[src/rtl/hamming_counter_pkg.sv]
// hamming_counter_pkg
//   Shared widths, codeword layout and SECDED helper functions for the
//   Hamming-counter macro.
//   Codeword layout: counter[i-1] holds Hamming position i (1..15);
//   parity at positions 1, 2, 4, 8; bit 15 is overall (even) parity.
package hamming_counter_pkg;

   localparam int unsigned DATA_W = 11;
   localparam int unsigned CODE_W = 16;

   // Codeword position (1-based) of data bit d0..d10.
   localparam int unsigned DATA_POS [DATA_W] = '{3, 5, 6, 7, 9, 10, 11, 12, 13, 14, 15};

   typedef struct packed {
      logic [3:0] syn;      // Hamming syndrome over positions 1..15
      logic       par_err;  // overall parity is odd
   } hamming_syn_t;

   function automatic logic [CODE_W-1:0] hamming_encode(input logic [DATA_W-1:0] data);
      logic [CODE_W-1:0] cw;
      logic              p;
      cw = '0;
      for (int unsigned i = 0; i < DATA_W; i++) begin
         cw[DATA_POS[i]-1] = data[i];
      end
      // Parity positions never cover each other, so each p_k can be
      // computed straight from the partially filled word.
      for (int unsigned k = 0; k < 4; k++) begin
         p = 1'b0;
         for (int unsigned pos = 1; pos < 16; pos++) begin
            if (pos[k]) p ^= cw[pos-1];
         end
         cw[(1 << k) - 1] = p;
      end
      cw[CODE_W-1] = ^cw[CODE_W-2:0];
      return cw;
   endfunction

   function automatic hamming_syn_t hamming_syndrome(input logic [CODE_W-1:0] cw);
      hamming_syn_t r;
      logic         s;
      r = '0;
      for (int unsigned k = 0; k < 4; k++) begin
         s = 1'b0;
         for (int unsigned pos = 1; pos < 16; pos++) begin
            if (pos[k]) s ^= cw[pos-1];
         end
         r.syn[k] = s;
      end
      r.par_err = ^cw;
      return r;
   endfunction

endpackage

[src/rtl/hamming_counter_enc.sv]
// hamming_enc
//   Purely combinational 11-bit to 16-bit extended Hamming (SECDED) encoder.
//   Ports:
//     data  input  [DATA_W-1:0]  value to encode
//     code  output [CODE_W-1:0]  SECDED codeword
module hamming_enc
   import hamming_counter_pkg::*;
(
   input  logic [DATA_W-1:0] data,
   output logic [CODE_W-1:0] code
);

   always_comb begin
      code = hamming_encode(data);
   end

endmodule

[src/rtl/hamming_counter.sv]
// hamming_counter
//   Free-running 11-bit up-counter presented only as a registered 16-bit
//   SECDED codeword. Wraps 2047 -> 0 silently.
//   Ports:
//     clk      input       rising-edge clock
//     rst      input       synchronous reset, active-low (priority over enable)
//     enable   input       count enable, active-high
//     counter  output [16] registered codeword of the current count
//   Build option:
//     HAMMING_SEC_EN  when defined, the codeword register is the only state;
//                     single-bit errors are corrected every cycle and a
//                     double-bit error reloads zero on an enabled edge.
module hamming_counter
   import hamming_counter_pkg::*;
(
   input  logic              clk,
   input  logic              rst,
   input  logic              enable,
   output logic [CODE_W-1:0] counter
);

   logic [CODE_W-1:0] code;
   logic [DATA_W-1:0] enc_in;
   logic [CODE_W-1:0] enc_out;

   hamming_enc u_enc (
      .data (enc_in),
      .code (enc_out)
   );

`ifdef HAMMING_SEC_EN

   hamming_syn_t      st;
   logic [CODE_W-1:0] fixed;
   logic [DATA_W-1:0] data;
   logic              dbl;

   // Decode/correct the stored word; the encoder then rebuilds either the
   // incremented value or, when idle, the corrected word in place.
   always_comb begin
      st    = hamming_syndrome(code);
      fixed = code;
      dbl   = 1'b0;
      data  = '0;
      if (st.par_err) begin
         if (st.syn == 4'd0) fixed[CODE_W-1] = ~fixed[CODE_W-1];
         else                fixed[4'(st.syn - 4'd1)] = ~fixed[4'(st.syn - 4'd1)];
      end else if (st.syn != 4'd0) begin
         dbl = 1'b1;
      end
      for (int unsigned i = 0; i < DATA_W; i++) begin
         data[i] = fixed[DATA_POS[i]-1];
      end
      enc_in = enable ? data + DATA_W'(1) : data;
   end

   // An uncorrectable word is held while idle and cleared on the next
   // enabled edge.
   always_ff @(posedge clk) begin
      if (!rst) begin
         code <= '0;
      end else if (dbl) begin
         if (enable) code <= '0;
      end else begin
         code <= enc_out;
      end
   end

`else

   logic [DATA_W-1:0] cnt;

   always_comb begin
      enc_in = cnt + DATA_W'(1);
   end

   always_ff @(posedge clk) begin
      if (!rst) begin
         cnt  <= '0;
         code <= '0;
      end else if (enable) begin
         cnt  <= enc_in;
         code <= enc_out;
      end
   end

`endif

   assign counter = code;

endmodule

[config.mk]
export PLATFORM = sky130hd
export DESIGN_NAME = hamming_counter
export DESIGN_NICKNAME = d
export VERILOG_FILES = /design/src/rtl/hamming_counter_pkg.sv /design/src/rtl/hamming_counter_enc.sv /design/src/rtl/hamming_counter.sv
export SDC_FILE = /design/constraint.sdc
export NUM_CORES = 1
export LEC_CHECK = 0
export CAP_MARGIN = 20
export CORE_MARGIN = 3
export CORE_UTILIZATION = 56
export DETAILED_ROUTE_END_ITERATION = 6
export HOLD_SLACK_MARGIN = 0.06
export PLACE_DENSITY_LB_ADDON = 0.15
export SKIP_CTS_REPAIR_TIMING = 1
export SLEW_MARGIN = 10
export SYNTH_ARGS = -nofsm -noshare
export SYNTH_HDL_FRONTEND = slang
export SYNTH_HIERARCHICAL = 1
export SYNTH_SLANG_ARGS = --single-unit
[constraint.sdc]
create_clock -name clk -period 3.9 [get_ports clk]
set_clock_uncertainty 0.15 [all_clocks]
set_input_delay 0.78 -clock clk [delete_from_list [all_inputs] [get_ports clk]]
set_output_delay 0.78 -clock clk [all_outputs]
set_load 0.05 [all_outputs]
==> impl_results.md, run 1 <==
- Tmin final: 3.26 ns
- Detail Route Antenna Nets: 0
- Row cnt: 18
- Setup TNS: 0 ns
- Post-route DRC: 0
- Final period util: 0.836
- Root buffer cell: clkbuf_4
- CP Launch Type: register
- Slew margin rel.: 0.536
- Reg2Reg Depth: 9
- Average cell area after synthesis: 9.61 um2
- Worst-margin pin slew: 0.692 ns
- Req. time, crit path: 3.96 ns
- Vias per inst: 5.51
- Port Buffer Count: 18
- Fin cells: 195
- Sw frac: 0.288
- Initial antenna violation count: 0
- Max Clk Rate: 307 MHz
- Met1 Use GR: 0.218
- WP data arrival: 3.32 ns
- Total iterations of the first detailed-routing run: 4
- Worst VDD drop: 274 uV
- CTS tree: done
- Total grt overflow: 0
- Net Count, Synth: 165
- Post-synth EDFFs: 0
- Sequential share of power: 0.539
- Top cells by area, synth: dfxtp_1 35%, mux2i_1 12%, xnor2_1 7.9%
- Clock Power Share: 0.220
- Worst min path class: reg -> reg
- Hold Fails Final Rpt: 0
- Worst slack, placed: 0.622 ns
- Clk pin slew, worst setup/hold paths: 0.14 ns
- Crit path from: cnt[0]
- Final setup fails: 0
- Initial Util: 0.608
- Flops & latches, synth: 27
- Chip width: 58.6 um
- Setup crit end: counter[15]
- Maxcap violations: 0
- Ant diodes: 0
- P&R area growth vs syn: 8.66%
- DP HPWL: 1990 um
- DIE AREA: 0.00343 mm2
- Layout net count: 170
- Placer Congestion: 0.799
- Lkg Pwr: 0.724 nW
- Combinational group share of total power: 0.241
- Synth unique cells: 26
- Htree depth: 1
- Internal power: 0.000390 W
- Pwr Density: 326 mW/mm2
- Top_reg_cell synth: dfxtp_1
- Most numerous cell in the Yosys netlist: dfxtp_1
- Register area share after synthesis: 0.350
- Chip height: 58.6 um
- Sw Pwr: 0.000158 W
- M2 GR Usage: 0.289
- Vias in the first global route: 1,020
- Pins Over Slew Limit: 0
- Global Route met3 Usage: 0.0197
- DR WL/cell: 13.7 um
- Initial DRC Count: 31
- Worst Setup End Kind: register
- Share of cells above drive strength 1: 0.0424
- Async set or reset register ratio after synthesis: 0
- CTS Buf Count: 3
- Pin count of the biggest net entering global routing: 27
- Via Count: 1,074
- Syn Inst Count: 161
- Post-Route WL: 2680 um
- Status: finished, final reports clean
- HP Start: cnt[10]
- RSZ-0062 raised after global routing: false
- Yosys top cell by area: dfxtp_1
- Top cells by count, synth: 27 x dfxtp_1, 22 x nor2_1, 18 x mux2i_1, 14 x xnor2_1, 13 x xor2_1
- Mapped Area: 0.00155 mm2
- Gr busiest metal: met2
- Worst r2r dst: counter[15]
- Dpl cells: 191
- Critical-path maximum fanout: 7
- First-pass GRT wire length: 4570 um
- Worst R2R Start: cnt[0]
- Clk_lat worst skew: 0.32 ns
- CTS Sinks: 27
- Worst setup path category: reg -> reg
- GRT Resource Usage Total: 0.170
- Synthesis Warnings: 6
- IO Pins: 19
- Clk buf depth: 2
- Area share of the largest cell type after synthesis: 0.350
- Core area: 0.00254 mm2
- Setup ws final: 0.641 ns
- Reg2reg setup slack: 0.64 ns
layout make-up:
type                            count  area (um2)
Clock buffer                        4        26.3
Fill cell                         201         865
Inverter                            5        18.8
Multi-Input combinational cell    110         870
Sequential cell                    27         541
Tap cell                           30        37.5
Timing Repair Buffer               19         188
metrics by stage:
step	hold slack (ns)	power, W	area [um2]	util
after floorplan	0.314	0.000409	1550	-
after global placement	0.321	0.000432	1650	0.650
after detailed placement	0.333	0.000435	1650	0.650
after CTS	0.364	0.000559	1680	0.660
after global routing	0.393	0.000576	1680	0.660
final	0.361	0.000548	1680	0.660
cells in the final DEF, fill, tap and decap left out:
| cell type | netlist | layout |
|---|---|---|
| o21ai_0 | 2 | 2 |
| nand4_1 | 4 | 4 |
| xor3_2 | 1 | 1 |
| ha_1 | 1 | 1 |
| inv_1 | 4 | 4 |
| mux2i_1 | 18 | 18 |
| dfxtp_1 | 27 | 27 |
| clkdlybuf4s50_1 | 0 | 18 |
| and4_1 | 1 | 1 |
| a21oi_1 | 5 | 5 |
| or4_1 | 3 | 3 |
| xnor2_1 | 14 | 14 |
| nand4_2 | 2 | 2 |
| buf_4 | 11 | 1 |
| clkinv_1 | 1 | 1 |
| nand2_1 | 5 | 5 |
| nand2b_1 | 1 | 1 |
| o31ai_1 | 3 | 3 |
| nor2_1 | 22 | 22 |
| nand3_1 | 4 | 4 |
| xnor3_1 | 2 | 2 |
| or3_1 | 2 | 2 |
| clkbuf_1 | 4 | 1 |
| nor3_1 | 4 | 4 |
| xor3_1 | 3 | 3 |
| xor2_1 | 13 | 13 |
| clkbuf_4 | 0 | 3 |
power by group through the flow:
stage               Clock, W  Combinational [W]  Sequential (W)
finish              0.000120           0.000132        0.000295
global route        0.000138           0.000141        0.000297
CTS                 0.000129           0.000134        0.000296
detailed placement         0           0.000134        0.000301
global placement           0           0.000131        0.000301
floorplan                  0          0.0000780        0.000331
how the worst min path moves through the flow:
| stage | depth (start not counted) | end |
|---|---|---|
| global route | 2 | cnt[10] |
| detailed placement | 2 | counter[4] |
| global placement | 2 | counter[1] |
| CTS | 2 | cnt[10] |
| floorplan | 2 | cnt[10] |
| finish | 2 | cnt[10] |
cells by family (layout without fill, tap and decap cells):
kind of cell / Yosys count / in the layout / share of synthesized area
XOR/XNOR: 33 / 33 / 0.244
AO/OA/AOI/OAI: 10 / 10 / 0.0372
multiplexers: 18 / 18 / 0.117
flip-flops: 27 / 27 / 0.350
buffers and inverters: 24 / 28 / 0.0882
AND/OR/NAND/NOR: 48 / 48 / 0.156
adder cells (fa/ha/maj): 1 / 1 / 0.00809
flip-flops by register name (all words and copies together) (netlist names):
signal and count:
counter 16, cnt 11
worst max-delay path, stage by stage, from the launching register on:
cell and delay, ns:
dfxtp_1 0.48, ha_1 0.28, nand3_1 0.17, nor3_1 0.26
xor2_1 0.37, xor3_1 0.48, xor3_1 0.41, xnor3_1 0.35
mux2i_1 0.14, nor2_1 0.05
layer usage:
| metal | vias up | part of all wire |
|---|---|---|
| met2 | 22 | 0.49 |
| met5 | - | 0 |
| met3 | 2 | 0.038 |
| met4 | 0 | 0.0075 |
| met1 | 503 | 0.47 |
| li1 | 547 | - |
Note: power is estimated with default switching activity, not from simulation.
==> inputs of run 2 (changes only) <==
--- a/config.mk
+++ b/config.mk
@@ -7,7 +7,7 @@
 export LEC_CHECK = 0
 export CAP_MARGIN = 20
 export CORE_MARGIN = 3
-export CORE_UTILIZATION = 56
+export CORE_UTILIZATION = 50
 export DETAILED_ROUTE_END_ITERATION = 6
 export HOLD_SLACK_MARGIN = 0.06
 export PLACE_DENSITY_LB_ADDON = 0.15
==> constraint.sdc (replaced) <==
create_clock -name clk -period 2.7 [get_ports clk]
set_clock_uncertainty 0.15 [all_clocks]
set_input_delay 0.54 -clock clk [delete_from_list [all_inputs] [get_ports clk]]
set_output_delay 0.54 -clock clk [all_outputs]
set_load 0.05 [all_outputs]
==> run 2 against run 1 <==
  * Fmax up 25%
  * Critical path depth up 1
  * Die area up 11%
  * Combinational power up 70%
  * Sequential power up 44%
  * Total power up 52%
  * Worst setup slack worse by 0.55 ns
  * Sequential share of layout area down 4.2 points
==> impl_results.md, run 2 (synthesis gave the netlist of run 1 again) <==
- Worst min path class: reg -> reg
- CP max stage delay: 0.48 ns (about the same)
- Final setup fails: 0 (unchanged)
- P&R area growth vs syn: 26.3%
- Req. time, crit path: 2.80 ns (-1.16 ns)
- Clk_lat worst skew: 0.34 ns (+0.02 ns)
- First-pass GRT wire length: 5110 um (+12%)
- Root buffer cell: clkbuf_4
- Final period util: 0.965 (+0.129)
- Setup TNS: 0 ns (unchanged)
- CTS Sinks: 27 (unchanged)
- Share of cells above drive strength 1: 0.250 (+0.208)
- Total grt overflow: 0 (unchanged)
- Hold Fails Final Rpt: 0 (unchanged)
- Ant diodes: 0 (unchanged)
- Initial DRC Count: 34 (+9.7%)
- DIE AREA: 0.00380 mm2 (+11%)
- GRT Resource Usage Total: 0.184 (+0.0137)
- Commonest non-fill, non-tap cell in the layout: buf_4
- Worst-margin pin slew: 0.501 ns (-0.192 ns)
- Vias in the first global route: 1,132 (+11%)
- Status: finished, final reports clean
- Critical path's slowest cell: xor3_1
- Layout net count: 193 (+14%)
- Vias per inst: 5.39 (-2.2%)
- CTS Buf Count: 3 (unchanged)
- Clk pin slew, worst setup/hold paths: 0.15 ns (about the same)
- Critical-path maximum fanout: 4 (-3)
- Number of flip-flops under the largest register name: 16 (unchanged)
- CTS tree: done
- Final Power: 0.000834 W (+52%)
- DP HPWL: 2350 um (+18%)
- Placer Congestion: 0.868 (+8.6%)
- Pin count of the biggest net entering global routing: 16 (-41%)
- Worst Setup End Kind: register
- Pwr Density: 427 mW/mm2 (+31%)
- Maxcap violations: 0 (unchanged)
- Worst setup path category: reg -> reg
- Total iterations of the first detailed-routing run: 4 (unchanged)
- Post-Route WL: 3330 um (+24%)
- Max Clk Rate: 384 MHz (+25%)
- IO Pins: 19 (unchanged)
- Port Buffer Count: 18 (unchanged)
- Post-route DRC: 0 (unchanged)
- Row cnt: 19 (+1)
- Clk buf depth: 2 (unchanged)
- Lkg Pwr: 0.886 nW (+22%)
- Chip width: 61.6 um (+5.2%)
- DR WL/cell: 15.2 um (+11%)
- Critical Path, Cell by Cell: ha_2 -> nand3_4 -> nor3_4 -> xor2_2 -> buf_4 -> xnor2_1 -> xor3_1 -> xnor3_1 -> mux2i_1 -> nor2_1
- Pins Over Slew Limit: 0 (unchanged)
- Chip height: 61.6 um (+5.2%)
- Worst VDD drop: 306 uV (+12%)
- Slew margin rel.: 0.665 (+0.130)
- Via Count: 1,180 (+9.9%)
- Most frequent cells in the layout: 24 x buf_4, 23 x dfxtp_1, 21 x nor2_1, 18 x mux2i_1, 18 x clkdlybuf4s50_1
- Initial Util: 0.542 (-0.0656)
- WP data arrival: 2.70 ns (-0.62 ns)
- Tmin final: 2.60 ns (-0.655 ns)
- Detail Route Antenna Nets: 0 (unchanged)
- Core area: 0.00285 mm2 (+12%)
- Htree depth: 1 (unchanged)
- Initial antenna violation count: 0 (unchanged)
- CP Launch Type: register
## run 2: per-stage QoR
| stage | worst slack, ns | instances | hold WS [ns] | util | area [um2] |
|---|---|---|---|---|---|
| after detailed placement | 0.0372 | 211 | 0.334 | 0.638 | 1820 |
| final | 0.0957 | 219 | 0.363 | 0.685 | 1950 |
| after CTS | 0.0200 | 215 | 0.367 | 0.647 | 1850 |
| after global placement | 0.151 | 211 | 0.324 | 0.638 | 1820 |
| after floorplan | 0.0102 | 161 | 0.313 | - | 1570 |
| after global routing | -0.0256 | 219 | 0.390 | 0.685 | 1950 |
## run 2: worst max-delay path: cells and delay by family (launching register included)
family	cells	cell delay [ns]
xor+xnor	4	1.12
fa+ha+maj	1	0.22
buf+inv	1	0.15
flops	1	0.38
mux	1	0.14
simple gates	3	0.37
## run 2: where the power goes
| group | total, W | switching [W] | internal [W] |
|---|---|---|---|
| sequential | 0.000425 | 0.0000102 | 0.000415 |
| combinational | 0.000224 | 0.000111 | 0.000113 |
| clock | 0.000185 | 0.000129 | 0.0000558 |
| total | 0.000834 | 0.000250 | 0.000584 |
## run 2: routing by layer
metal / vias to the layer above / part of all wire / track usage
li1: 584 / - / -
met1: 567 / 0.44 / 0.228
met2: 23 / 0.51 / 0.309
met3: 6 / 0.027 / 0.0419
met4: 0 / 0.022 / 0.0667
met5: - / 0 / 0
## run 2: worst paths after layout
check / start / endpoint / slack [ns] / depth (start not counted)
min: counter[3] / counter[3] / 0.36 / 2
max: cnt[1] / counter[15] / 0.1 / 10
max reg2reg: cnt[1] / counter[15] / 0.1 / 10
min reg2reg: counter[3] / counter[3] / 0.36 / 2
## run 2: cell type report
| type | count | area, um2 |
|---|---|---|
| Tap cell | 31 | 38.8 |
| Timing Repair Buffer | 42 | 360 |
| Clock buffer | 3 | 22.5 |
| Clock inverter | 1 | 5.00 |
| Inverter | 5 | 18.8 |
| Multi-Input combinational cell | 110 | 962 |
| Fill cell | 233 | 900 |
| Sequential cell | 27 | 546 |
==> edit 1: new RTL, flow settings as in run 1 <==
Build with the macro `HAMMING_SEC_EN` defined.
--- a/src/rtl/hamming_counter.sv
+++ b/src/rtl/hamming_counter.sv
@@ -12,2 +12,4 @@
 //                     double-bit error reloads zero on an enabled edge.
+`define HAMMING_SEC_EN
+
 module hamming_counter
Behaviour: same outputs for any inputs over 10 cycles, from zero or initial values and one cycle with rst low; that may be too few to reach the edited logic, so the function may still have changed.
==> edit 1 against run 1 <==
The flow now finishes with violations (setup timing). Worst hold slack better by 170 ps. Final area up 130%. Worst setup slack worse by 2000 ps. Cell count up 130%. Utilization up 26 points. Area after synthesis up 63%. Sequential cell count down 11. Wire length rose to 4.3 times the old value.
Power is not shown: default switching activity piles up to over one toggle a cycle in this logic, so the estimate is an artifact.
==> edit 1: results (changes against run 1) <==
worst_pin_slew_ps: 532.2  # was 692.4 ps
synth_area_leaders: "dfxtp_1 (13%), xnor2_1 (6.6%), xor2_1 (6.6%)"  # was dfxtp_1 (35%), mux2i_1 (12%), xnor2_1 (7.9%)
synth_commonest_cells: "nand2_1 (35), xnor2_1 (19), xor2_1 (19)"  # was dfxtp_1 (27), nor2_1 (22), mux2i_1 (18)
dr.pass1.iters: 5  # was 4
setup_slack_ps: -1366  # was 641.0 ps
cts_buffers: 3  # unchanged
grt_max_degree: 19  # was 27
antenna_found_initial: 0  # unchanged
cp_data_arrival_time_ps: 5300  # was 3320 ps
yosysWarnings: 6  # unchanged
synth_nets: 295  # was 165
drive_gt1_frac: 0.4774  # was 0.04242
port_buffers: 18  # unchanged
dp_cells: 427  # was 191
clk_pin_slew_ps: 80  # was 140 ps
grt_pass1_vias: 2670  # was 1020
vias_per_cell: 6.806  # was 5.508
slowest_stage: "xnor3_2"  # was dfxtp_1
clockBufferDepth: 2  # unchanged
nNetsFinal: 404  # was 170
setup_viol: 14  # was 0
status: "finished with violations"  # was finished, final reports clean
violations: "setup timing"
postSynth.asyncResetShare: 0  # unchanged
hp-class: "reg2reg"  # unchanged
ys_seq_area_frac: 0.1272  # was 0.3495
hpwl_um: 6441  # was 1995 µm
netlist_instances: 290  # was 161
wirelength_um: 11400  # was 2676 µm
n_antenna_cell: 0  # unchanged
clockRootBuffer: "clkbuf_8"  # was clkbuf_4
clk-insertion-delay-late_ps: 260  # was 320 ps
dpl_cell_area_um2: 3482  # was 1654 µm²
synthFlopType: "dfxtp_1"  # unchanged
worstPathMaxFanout: 8  # was 7
htreeDepth: 1  # unchanged
first_iter_violations: 438  # was 31
grt.total_usage: 0.3445  # was 0.1700
gp_congestion: 0.9222  # was 0.7991
grt_pass1_wl_um: 13810  # was 4574 µm
synth.distinct_cells: 65  # was 26
max_stage_delay_ps: 550  # was 480 ps
largest_register_ffs: 16  # unchanged
wl_per_cell_um: 25.44  # was 13.72 µm
[edit 1: per-layer routing]
layer / vias to the layer above / track usage / wire length [µm]
li1: 1227 / - / -
met2: 308 / 0.6008 / 5102
met5: - / 0 / 0
met4: 0 / 0.1311 / 932
met3: 99 / 0.04270 / 1358
met1: 1415 / 0.4292 / 4005
[edit 1: cells by family after synthesis]
family,after synthesis,synth area share
AO/OA/AOI/OAI,47,0.1436
XOR/XNOR,60,0.3251
adder cells (fa/ha/maj),2,0.009939
buffers and inverters,33,0.07455
flip-flops,16,0.1272
multiplexers,17,0.06908
AND/OR/NAND/NOR,115,0.2505
[edit 1: worst max-delay path: cells and delay by family (launching register included)]
family	cells	cell delay, ps
mux	1	170
xor+xnor	7	2460
simple gates	6	900
flops	1	410
compound gates	3	580
fa+ha+maj	1	250
buf+inv	1	240
[edit 1: path summary, 6_finish.rpt]
| path | start | to | slack (ps) | cells past startpoint |
|---|---|---|---|---|
| worst min register to register | counter[8] | counter[8] | 530 | 3 |
| worst max-delay path | counter[10] | counter[15] | -1370 | 19 |
| worst max register to register | counter[10] | counter[15] | -1370 | 19 |
| worst min-delay path | counter[8] | counter[8] | 530 | 3 |
[edit 1: cell type report]
class | count | area [µm²]
Multi-Input combinational cell | 241 | 2332
Timing Repair Buffer | 131 | 1040
Sequential cell | 16 | 344.1
Inverter | 6 | 22.52
Fill cell | 149 | 316.6
Tap cell | 50 | 62.56
Clock buffer | 4 | 55.05
[edit 1: stage by stage]
step | TNS, ps | worst slack, ps | utilization
after detailed placement | -4361 | -946.6 | 0.8345
final | -8745 | -1366 | 0.9241
after global placement | -2632 | -671.2 | 0.8345
after floorplan | -5346 | -1048 | -
after global routing | -10140 | -1456 | 0.9241
after CTS | -5713 | -1025 | 0.8477
==> edit 2: new RTL, settings of run 1 <==
Without the edit above. Register the output `counter` once more, with the module's reset; this adds one clock of latency there. Comments in the files are not updated.
--- a/src/rtl/hamming_counter.sv
+++ b/src/rtl/hamming_counter.sv
@@ -88,3 +88,9 @@
 
-   assign counter = code;
+   always_ff @(posedge clk) begin
+      if (!rst) begin
+         counter <= '0;
+      end else begin
+         counter <= code;
+      end
+   end
 
Check against the original RTL: not equivalent (Yosys sat finds a counterexample within 4 cycles, from zero or initial values and one cycle with rst low).
==> edit 2 against run 1 <==
Sequential cell count increased by 16. Fmax down 2.2%. Power rose by 54%. Area after synthesis up 28%. Worst setup slack got worse by 75 ps. Sequential share of layout area rose by 7.5 points. Wire length increased by 20%. Combinational power is 11% lower. Count of clock-buffer cells in the layout grew 2. Final area is 29% higher.
==> edit 2: results (changes against run 1) <==
use_met2: 0.2920  # was 0.2887
synth_area_leaders: "dfxtp_1 (43%), mux2i_1 (9.1%), xnor2_1 (6.2%)"  # was dfxtp_1 (35%), mux2i_1 (12%), xnor2_1 (7.9%)
seq_share: 0.3963  # was 0.3217
synth_commonest_cells: "dfxtp_1 (43), nor2_1 (22), mux2i_1 (18)"  # was dfxtp_1 (27), nor2_1 (22), mux2i_1 (18)
max_stage_delay_ps: 520  # was 480 ps
timing.fmax_mhz: 300.0  # was 306.8 MHz
clk_share: 0.03283  # was 0.01564
worst_pin_slew_ps: 721.9  # was 692.4 ps
htreeDepth: 2  # was 1
seqPwrFrac: 0.551  # was 0.539
dp_slack_ps: 580.1  # was 622.4 ps
whs_path_depth: 1  # was 2
wirelength_um: 3214  # was 2676 µm
synth_nets: 199  # was 165
ys_seq_area_frac: 0.4341  # was 0.3495
drive_gt1_frac: 0.05500  # was 0.04242
cts_buffers: 5  # was 3
swShare: 0.2341  # was 0.2881
multi_input_gates: 126  # was 110
multi_input_area_share: 0.4505  # was 0.5175
clk_pin_slew_ps: 110  # was 140 ps
gp_congestion: 0.7775  # was 0.7991
grtUsageMet3: 0.05641  # was 0.01974
clk-insertion-delay-late_ps: 340  # was 320 ps
grt_pass1_vias: 1253  # was 1020
irDropWorstVdd_mv: 0.2959  # was 0.2742 mV
grt.total_usage: 0.1707  # was 0.1700
critPathCapture: "code[15]"  # was counter[15]
hold_ws_ps: 319.2  # was 361.0 ps
powerSeq_uw: 465  # was 295 µW
drt-met1-wl_um: 1466  # was 1252 µm
status: "finished, final reports clean"  # unchanged
use_met1: 0.2076  # was 0.2184
cp_data_arrival_time_ps: 3410  # was 3320 ps
fillers: 284  # was 201
buffer_area_frac: 0.08641  # was 0.1117
route.met2.wl_um: 1560  # was 1300 µm
p_leak_uw: 0.0009253  # was 0.0007243 µW
-- edit 2: cell count changes in the layout (fill, tap and decap cells not counted) --
cell	change
dfxtp_1	+16
clkbuf_4	+2
nand4_4	+1
nand4_2	-1
bufinv_16	+1
clkinv_1	-1
and2_1	+16
inv_2	+1
-- edit 2: worst min path at each step --
stage | endpoint | start
floorplan | counter[0] | code[0]
global placement | counter[8] | code[8]
detailed placement | counter[6] | code[6]
CTS | counter[3] | code[3]
global route | counter[3] | code[3]
finish | counter[3] | code[3]
-- edit 2: kinds of logic after synthesis --
family,count (synthesis),share of synthesized area
AND/OR/NAND/NOR,64,0.1767
flip-flops,43,0.4341
XOR/XNOR,33,0.1905
buffers and inverters,26,0.07255
AO/OA/AOI/OAI,10,0.02902
adder cells (fa/ha/maj),1,0.006308
multiplexers,18,0.09085
-- edit 2: stage by stage --
stage / std cells / instance area [µm²]
after floorplan: 195 / 1983
after global placement: 237 / 2101
final: 244 / 2172
after CTS: 244 / 2172
after global routing: 244 / 2172
after detailed placement: 237 / 2101
